--- config.mk ---
export PLATFORM = sky130hd
export DESIGN_NAME = bp_fe_bp_ghist_spec_flat
export DESIGN_NICKNAME = d
export VERILOG_FILES = /design/src/rtl/bp_fe_bp_ghist_spec_if.sv /design/src/rtl/bp_fe_bp_ghist_spec.sv /design/src/flat_wrapper.sv
export SDC_FILE = /design/constraint.sdc
export NUM_CORES = 2
export LEC_CHECK = 0
export ABC_CLOCK_PERIOD_IN_PS = 8850
export CAP_MARGIN = 20
export CORE_ASPECT_RATIO = 0.75
export CORE_MARGIN = 2
export CORE_UTILIZATION = 50
export CTS_CLUSTER_SIZE = 16
export DETAILED_ROUTE_END_ITERATION = 8
export HOLD_SLACK_MARGIN = 0.03
export PLACE_DENSITY = 0.65
export SYNTH_ARGS = -nofsm -noshare
export SYNTH_HDL_FRONTEND = slang
export SYNTH_SLANG_ARGS = --single-unit
--- constraint.sdc ---
create_clock -name clk_i -period 8.85 [get_ports clk_i]
set_input_delay 0.885 -clock clk_i [delete_from_list [all_inputs] [get_ports clk_i]]
set_output_delay 0.885 -clock clk_i [all_outputs]
set_load 0.03 [all_outputs]
--- src/rtl/bp_fe_bp_ghist_spec_if.sv ---
// Request/prediction/update bundle for the global-history direction predictor.
// The master side issues requests and resolved updates; the slave side is the predictor.
interface bp_fe_bp_ghist_spec_if #(
    parameter int bht_idx_width_p = 10,
    parameter int bp_n_hist_p     = 6,
    parameter int stat_width_p    = 16
);
    logic                       r_v_i;
    logic [bht_idx_width_p-1:0] r_pc_idx_i;
    logic                       predict_v_o;
    logic                       predict_o;
    logic [bp_n_hist_p-1:0]     predict_ghist_o;
    logic                       w_v_i;
    logic [bht_idx_width_p-1:0] w_pc_idx_i;
    logic [bp_n_hist_p-1:0]     w_ghist_i;
    logic                       w_taken_i;
    logic                       w_mispredict_i;
    logic [stat_width_p-1:0]    mispredict_cnt_o;

    modport master (
        output r_v_i, r_pc_idx_i, w_v_i, w_pc_idx_i, w_ghist_i, w_taken_i, w_mispredict_i,
        input  predict_v_o, predict_o, predict_ghist_o, mispredict_cnt_o
    );

    modport slave (
        input  r_v_i, r_pc_idx_i, w_v_i, w_pc_idx_i, w_ghist_i, w_taken_i, w_mispredict_i,
        output predict_v_o, predict_o, predict_ghist_o, mispredict_cnt_o
    );
endinterface

--- src/rtl/bp_fe_bp_ghist_spec.sv ---
// Global-history direction predictor (gselect/gshare) with speculative history,
// mispredict history repair, a registered read-modify-write update stage and a mispredict counter.
module bp_fe_bp_ghist_spec #(
    parameter int bht_idx_width_p   = 10,
    parameter int bp_cnt_sat_bits_p = 2,
    parameter int bp_n_hist_p       = 6,
    parameter int hash_mode_p       = 0,
    parameter int stat_width_p      = 16
) (
    input  logic                  clk_i,
    input  logic                  reset_n_i,
    bp_fe_bp_ghist_spec_if.slave  bp_if
);
    localparam int w_lp       = bht_idx_width_p;
    localparam int b_lp       = bp_cnt_sat_bits_p;
    localparam int h_lp       = bp_n_hist_p;
    localparam int s_lp       = stat_width_p;
    localparam int bht_els_lp = 1 << w_lp;

    localparam logic [b_lp-1:0] cnt_init_lp = b_lp'((1 << (b_lp - 1)) - 1);
    localparam logic [b_lp-1:0] cnt_max_lp  = {b_lp{1'b1}};
    localparam logic [b_lp-1:0] cnt_min_lp  = {b_lp{1'b0}};
    localparam logic [s_lp-1:0] stat_max_lp = {s_lp{1'b1}};

    // gselect drops the upper PC bits to make room for history; gshare folds history into the low bits
    function automatic logic [w_lp-1:0] hash_idx(input logic [w_lp-1:0] pc, input logic [h_lp-1:0] gh);
        logic [w_lp-1:0] idx;
        if (hash_mode_p == 0) begin
            idx = (pc << h_lp) | w_lp'(gh);
        end else begin
            idx = pc ^ w_lp'(gh);
        end
        return idx;
    endfunction

    function automatic logic [b_lp-1:0] sat_next(input logic [b_lp-1:0] cnt, input logic taken);
        logic [b_lp-1:0] nxt;
        if (taken) begin
            if (cnt == cnt_max_lp) nxt = cnt;
            else                   nxt = cnt + b_lp'(1'b1);
        end else begin
            if (cnt == cnt_min_lp) nxt = cnt;
            else                   nxt = cnt - b_lp'(1'b1);
        end
        return nxt;
    endfunction

    logic [b_lp-1:0] bht_r [bht_els_lp];
    logic [h_lp-1:0] spec_gh_r;
    logic            upd_v_r;
    logic [w_lp-1:0] upd_idx_r;
    logic            upd_taken_r;
    logic            predict_v_r;
    logic            predict_r;
    logic [h_lp-1:0] predict_ghist_r;
    logic [s_lp-1:0] mispredict_cnt_r;

    logic [w_lp-1:0] pred_idx_s;
    logic            pred_dir_s;
    logic            squash_s;
    logic            pred_fire_s;
    logic [h_lp-1:0] spec_gh_next_s;
    logic [b_lp-1:0] upd_cnt_next_s;

    // Prediction lookup, history next-state and update-stage counter arithmetic
    always_comb begin
        pred_idx_s     = hash_idx(bp_if.r_pc_idx_i, spec_gh_r);
        pred_dir_s     = bht_r[pred_idx_s][b_lp-1];
        squash_s       = bp_if.w_v_i & bp_if.w_mispredict_i;
        pred_fire_s    = bp_if.r_v_i & ~squash_s;
        spec_gh_next_s = spec_gh_r;
        if (squash_s) begin
            spec_gh_next_s = h_lp'({bp_if.w_ghist_i, bp_if.w_taken_i});
        end else if (bp_if.r_v_i) begin
            spec_gh_next_s = h_lp'({spec_gh_r, pred_dir_s});
        end else begin
            spec_gh_next_s = spec_gh_r;
        end
        upd_cnt_next_s = sat_next(bht_r[upd_idx_r], upd_taken_r);
    end

    // Counter table: reset to weakly not-taken, written one cycle after an update is captured
    always_ff @(posedge clk_i) begin
        if (!reset_n_i) begin
            for (int i = 0; i < bht_els_lp; i++) begin
                bht_r[i] <= cnt_init_lp;
            end
        end else if (upd_v_r) begin
            bht_r[upd_idx_r] <= upd_cnt_next_s;
        end
    end

    // Update capture stage; a reset drops whatever is pending
    always_ff @(posedge clk_i) begin
        if (!reset_n_i) begin
            upd_v_r     <= 1'b0;
            upd_idx_r   <= {w_lp{1'b0}};
            upd_taken_r <= 1'b0;
        end else begin
            upd_v_r <= bp_if.w_v_i;
            if (bp_if.w_v_i) begin
                upd_idx_r   <= hash_idx(bp_if.w_pc_idx_i, bp_if.w_ghist_i);
                upd_taken_r <= bp_if.w_taken_i;
            end
        end
    end

    // Speculative history, registered prediction outputs and mispredict statistics
    always_ff @(posedge clk_i) begin
        if (!reset_n_i) begin
            spec_gh_r        <= {h_lp{1'b0}};
            predict_v_r      <= 1'b0;
            predict_r        <= 1'b0;
            predict_ghist_r  <= {h_lp{1'b0}};
            mispredict_cnt_r <= {s_lp{1'b0}};
        end else begin
            spec_gh_r   <= spec_gh_next_s;
            predict_v_r <= pred_fire_s;
            if (pred_fire_s) begin
                predict_r       <= pred_dir_s;
                predict_ghist_r <= spec_gh_r;
            end
            if (squash_s && (mispredict_cnt_r != stat_max_lp)) begin
                mispredict_cnt_r <= mispredict_cnt_r + s_lp'(1'b1);
            end
        end
    end

    assign bp_if.predict_v_o      = predict_v_r;
    assign bp_if.predict_o        = predict_r;
    assign bp_if.predict_ghist_o  = predict_ghist_r;
    assign bp_if.mispredict_cnt_o = mispredict_cnt_r;

endmodule

--- src/flat_wrapper.sv ---
// flat-port wrapper written by rule: the top's interface ports become plain ports
module bp_fe_bp_ghist_spec_flat 
#(
    parameter int bht_idx_width_p   = 10,
    parameter int bp_cnt_sat_bits_p = 2,
    parameter int bp_n_hist_p       = 6,
    parameter int hash_mode_p       = 0,
    parameter int stat_width_p      = 16
)
  (clk_i, reset_n_i, bp_if_r_v_i, bp_if_r_pc_idx_i, bp_if_w_v_i, bp_if_w_pc_idx_i, bp_if_w_ghist_i, bp_if_w_taken_i, bp_if_w_mispredict_i, bp_if_predict_v_o, bp_if_predict_o, bp_if_predict_ghist_o, bp_if_mispredict_cnt_o);
  bp_fe_bp_ghist_spec_if #(.bht_idx_width_p(bht_idx_width_p), .bp_n_hist_p(bp_n_hist_p), .stat_width_p(stat_width_p)) bp_if_i ();
  input  logic clk_i;
  input  logic reset_n_i;
  input wire logic [$bits(bp_if_i.r_v_i)-1:0] bp_if_r_v_i;
  input wire logic [$bits(bp_if_i.r_pc_idx_i)-1:0] bp_if_r_pc_idx_i;
  input wire logic [$bits(bp_if_i.w_v_i)-1:0] bp_if_w_v_i;
  input wire logic [$bits(bp_if_i.w_pc_idx_i)-1:0] bp_if_w_pc_idx_i;
  input wire logic [$bits(bp_if_i.w_ghist_i)-1:0] bp_if_w_ghist_i;
  input wire logic [$bits(bp_if_i.w_taken_i)-1:0] bp_if_w_taken_i;
  input wire logic [$bits(bp_if_i.w_mispredict_i)-1:0] bp_if_w_mispredict_i;
  output wire logic [$bits(bp_if_i.predict_v_o)-1:0] bp_if_predict_v_o;
  output wire logic [$bits(bp_if_i.predict_o)-1:0] bp_if_predict_o;
  output wire logic [$bits(bp_if_i.predict_ghist_o)-1:0] bp_if_predict_ghist_o;
  output wire logic [$bits(bp_if_i.mispredict_cnt_o)-1:0] bp_if_mispredict_cnt_o;
  assign bp_if_i.r_v_i = bp_if_r_v_i;
  assign bp_if_i.r_pc_idx_i = bp_if_r_pc_idx_i;
  assign bp_if_i.w_v_i = bp_if_w_v_i;
  assign bp_if_i.w_pc_idx_i = bp_if_w_pc_idx_i;
  assign bp_if_i.w_ghist_i = bp_if_w_ghist_i;
  assign bp_if_i.w_taken_i = bp_if_w_taken_i;
  assign bp_if_i.w_mispredict_i = bp_if_w_mispredict_i;
  assign bp_if_predict_v_o = bp_if_i.predict_v_o;
  assign bp_if_predict_o = bp_if_i.predict_o;
  assign bp_if_predict_ghist_o = bp_if_i.predict_ghist_o;
  assign bp_if_mispredict_cnt_o = bp_if_i.mispredict_cnt_o;
  bp_fe_bp_ghist_spec #(.bht_idx_width_p(bht_idx_width_p), .bp_cnt_sat_bits_p(bp_cnt_sat_bits_p), .bp_n_hist_p(bp_n_hist_p), .hash_mode_p(hash_mode_p), .stat_width_p(stat_width_p)) u_core (.clk_i(clk_i), .reset_n_i(reset_n_i), .bp_if(bp_if_i));
endmodule
==> flow_summary.html <==
<table>
<tr><th>Metric</th><th>Value</th></tr>
<tr><th colspan="2">Logic synthesis</th></tr>
<tr><td>Number of unique standard cell types used by synthesis</td><td>81</td></tr>
<tr><td>Synthesis warning total</td><td>0</td></tr>
<tr><td>Synthesized instance count</td><td>8471</td></tr>
<tr><td>Synthesized Nets</td><td>8504</td></tr>
<tr><td>Most frequently used flop master after synthesis</td><td>sky130_fd_sc_hd__edfxtp_1</td></tr>
<tr><td>Netlist area before placement</td><td>110000 um2</td></tr>
<tr><td>Post-Syn Area per Cell</td><td>12.9 um2</td></tr>
<tr><td>Number of synthesized flops with an enable pin</td><td>2048</td></tr>
<tr><td>Post-synthesis sequential element count</td><td>2100</td></tr>
<tr><td>Sequential area share after synthesis</td><td>0.571</td></tr>
<tr><td>Synth async-reset ratio</td><td>0</td></tr>
<tr><th colspan="2">Clock network</th></tr>
<tr><td>Cts repair resizes</td><td>0</td></tr>
<tr><td>Number of H-tree levels</td><td>4</td></tr>
<tr><td>Number of buffers on the longest clock path</td><td>4</td></tr>
<tr><td>Number of buffers added for setup after CTS</td><td>0</td></tr>
<tr><td>Clock-pin slew of the registers on the worst-case setup and hold paths</td><td>0.06 ns</td></tr>
<tr><td>Clock Sinks</td><td>2100</td></tr>
<tr><td>Total CTS buffers</td><td>208</td></tr>
<tr><td>CTS tree</td><td>done</td></tr>
<tr><td>Worst skew pair latency</td><td>0.91 ns</td></tr>
<tr><td>Number of hold-repair buffers added at the cts stage</td><td>0</td></tr>
<tr><td>Buffer cell driving the clock tree root</td><td>sky130_fd_sc_hd__clkbuf_16</td></tr>
<tr><th colspan="2">Layout</th></tr>
<tr><td>Filler cells</td><td>17600</td></tr>
<tr><td>Final net count</td><td>7868</td></tr>
<tr><td>Most frequent cells in the layout</td><td>sky130_fd_sc_hd__edfxtp_1, sky130_fd_sc_hd__nand3_1, sky130_fd_sc_hd__o21ai_0</td></tr>
<tr><td>Most common cell after layout, fill and taps aside</td><td>sky130_fd_sc_hd__edfxtp_1</td></tr>
<tr><td>Fin area</td><td>118000 um2</td></tr>
<tr><td>Area added between synthesis and finish</td><td>7.80%</td></tr>
<tr><td>Fraction of layout cells with a size suffix above 1</td><td>0.200</td></tr>
<tr><th colspan="2">Routing</th></tr>
<tr><td>Post-DR wirelength/cell</td><td>38.6 um</td></tr>
<tr><td>DRT antenna net count</td><td>0</td></tr>
<tr><td>Number of iterations in the first detailed-routing pass</td><td>9</td></tr>
<tr><td>Residual DRC</td><td>0</td></tr>
<tr><td>Routed Wire Length</td><td>422 mm</td></tr>
<tr><td>Overall via count from detail_route</td><td>83100</td></tr>
<tr><td>Per-cell via count in the routed design</td><td>7.59</td></tr>
<tr><td>Number of DRC markers after the initial detailed-route iteration</td><td>18500</td></tr>
<tr><th colspan="2">Hold path</th></tr>
<tr><td>Worst hold path class</td><td>register to register</td></tr>
<tr><th colspan="2">Setup path</th></tr>
<tr><td>Critical Path RT</td><td>9.43 ns</td></tr>
<tr><td>Setup slack on the worst flop-to-flop path</td><td>1.87 ns</td></tr>
<tr><td>Critical path, cell by cell</td><td>buf_12, buf_4, mux4_2, mux2i_1, nand2_1, a32oi_1, a211oi_1, o21ai_1, nand4_1, a2111oi_2, maj3_4, buf_12, nand3_1</td></tr>
<tr><td>Critical path launch point type</td><td>register</td></tr>
<tr><td>Cell with the largest stage delay on the worst path</td><td>sky130_fd_sc_hd__a32oi_1</td></tr>
<tr><td>Crit path arrival time</td><td>7.56 ns</td></tr>
<tr><td>Crit. End Element</td><td>register</td></tr>
<tr><td>Max Fanout on Critical Path</td><td>134</td></tr>
<tr><td>Slowest cell delay on critical path</td><td>0.92 ns</td></tr>
<tr><td>Critical setup path kind</td><td>register to register</td></tr>
<tr><td>Most frequent cell on the critical path</td><td>sky130_fd_sc_hd__buf_12</td></tr>
<tr><th colspan="2">STA</th></tr>
<tr><td>Number of endpoints with negative hold slack in the final report</td><td>0</td></tr>
<tr><td>Number of setup violations in the final report</td><td>0</td></tr>
<tr><td>Final Max Slew Viols</td><td>0</td></tr>
<tr><td>Final worst path period share</td><td>0.789</td></tr>
<tr><td>Final Skew</td><td>0.0757 ns</td></tr>
<tr><td>Worst Max-Slew Pin Slew</td><td>1.37 ns</td></tr>
<tr><td>Tightest slew margin relative to the limit</td><td>0.0744</td></tr>
<tr><td>Time the worst path needs with I/O delays and setup</td><td>6.98 ns</td></tr>
<tr><td>Peak clock frequency supported by timing</td><td>143 MHz</td></tr>
<tr><td>Unrepaired setup endpoints after global routing</td><td>false</td></tr>
<tr><td>Sum of negative setup slack</td><td>0 ns</td></tr>
<tr><th colspan="2">GRT</th></tr>
<tr><td>Global Route Usage Sum</td><td>0.372</td></tr>
<tr><td>Number of global-route vias before repair</td><td>76900</td></tr>
<tr><td>Largest net degree at the start of global routing</td><td>229</td></tr>
<tr><td>Global route overflow</td><td>0</td></tr>
<tr><td>Initial antenna violation count</td><td>40</td></tr>
<tr><td>Wire length of the first global-routing pass</td><td>584 mm</td></tr>
<tr><th colspan="2">Die</th></tr>
<tr><td>Core Rows</td><td>148</td></tr>
<tr><td>Die Width</td><td>544 um</td></tr>
<tr><td>Initial Util</td><td>0.504</td></tr>
<tr><td>Height of the die</td><td>409 um</td></tr>
<tr><td>Core Footprint</td><td>217000 um2</td></tr>
<tr><td>Area of the die</td><td>223000 um2</td></tr>
<tr><td>Top Ports</td><td>56</td></tr>
<tr><th colspan="2">Place</th></tr>
<tr><td>Input/output buffers</td><td>43</td></tr>
<tr><td>Placer congestion estimate</td><td>0.994</td></tr>
<tr><td>Total placed instance area</td><td>111000 um2</td></tr>
<tr><td>Estimated wirelength of the detail-placed design</td><td>250 mm</td></tr>
<tr><th colspan="2">Power and ir drop</th></tr>
<tr><td>Power per standard cell area</td><td>198 nW/um2</td></tr>
<tr><td>Static Leak</td><td>0.0320 uW</td></tr>
<tr><td>Largest vdd supply drop</td><td>0.170 mV</td></tr>
<tr><th colspan="2">Job</th></tr>
<tr><td>Max-cap violations</td><td>0</td></tr>
<tr><th colspan="2">Run status</th></tr>
<tr><td>Outcome</td><td>completed</td></tr>
</table>
-- worst max-delay path, delay by kind of cell (launching register included) --
kind	cells	cell delay, ns
adder cells (fa/ha/maj)	1	0.88
buffers and inverters	3	1.46
AO/OA/AOI/OAI	4	1.97
multiplexers	2	0.94
AND/OR/NAND/NOR	3	0.43
flip-flops	1	0.68
-- per-layer routing --
| metal | global-route usage | vias to the layer above | part of all wire | wire length [um] |
|---|---|---|---|---|
| li1 | - | 31600 | - | - |
| met1 | 0.495 | 41400 | 0.33 | 140000 |
| met2 | 0.487 | 8481 | 0.40 | 168000 |
| met3 | 0.199 | 1479 | 0.21 | 86600 |
| met4 | 0.191 | 46 | 0.063 | 26700 |
| met5 | 0.0234 | - | 0.0021 | 900 |
-- registers in the layout (all words and copies together) (netlist names), named ones only --
signal and cells:
u_core.upd_taken_r 1, u_core.bp_if.mispredict_cnt_o 16, u_core.bp_if.predict_o 1, u_core.bp_if.predict_v_o 1
u_core.spec_gh_r 6, u_core.bht_r 2048, u_core.upd_idx_r 10, u_core.upd_v_r 1
u_core.bp_if.predict_ghist_o 6
-- where the power goes --
group / internal [uW] / switching [uW]
clock network: 4700 / 4010
logic: 972 / 2430
registers: 11100 / 163
-- synthesized netlist by cell type (all sizes together) (9+ instances only) --
library cell	n	area share
xnor2	11	0.00088
o22ai	44	0.0025
a22o	10	0.00080
o21ai	848	0.039
nand2b	22	0.0013
o221ai	29	0.0023
a21oi	43	0.0020
and2	37	0.0021
a22oi	50	0.0034
or2	11	0.00063
mux2i	176	0.016
edfxtp	2048	0.56
mux2	24	0.0025
clkbuf	757	0.026
nand4	36	0.0021
nand3	1051	0.048
or3	10	0.00057
and3	9	0.00051
nand2	595	0.020
nor2b	37	0.0021
mux4	817	0.17
a211oi	21	0.0014
nor2	332	0.011
nor3	860	0.041
dfxtp	52	0.0095
buf	415	0.025
a221oi	13	0.0010
-- kinds of logic after synthesis --
group | Yosys count | synth area share
muxes | 1017 | 0.187
buffers and inverters | 1180 | 0.0512
DFF | 2100 | 0.571
AOI/OAI and AO/OA | 1125 | 0.0576
xor gates and xnor gates | 14 | 0.00112
and+or+nand+nor | 3032 | 0.132
adders and majority gates | 3 | 0.000320
-- metrics by stage --
step                hold WS [ns]  std cells  setup slack (ns)  total power (uW)  utilization
floorplan                  0.483       8471              5.04             13600            -
global placement           0.456      10500              2.40             14600        0.512
detailed placement         0.460      10500              2.34             14700        0.512
CTS                        0.469      10900              2.31             23100        0.541
global route               0.488      10900              1.78             23700        0.543
finish                     0.465      10900              1.87             23300        0.543
-- path summary, 6_finish.rpt --
kind | startpoint | cells after the start | end
max | register | 13 | u_core.bht_r[787][0]
min | u_core.bp_if.predict_ghist_o[2] | 2 | u_core.bp_if.predict_ghist_o[2]
max reg2reg | register | 13 | u_core.bht_r[787][0]
min reg2reg | u_core.bp_if.predict_ghist_o[2] | 2 | u_core.bp_if.predict_ghist_o[2]
-- final cells by class --
class                   count  area [um2]  area share
diodes                     18        45.0    0.000381
clock buffers             263        5460      0.0463
clock inverters           110         850     0.00719
inverters                   8        32.5    0.000275
multi-input cells        5191       42100       0.357
flip-flops and latches   2100       62600       0.530
well taps                2925        3660      0.0310
repair buffers            326        3350      0.0284
Note: power is estimated with default switching activity, not from simulation.
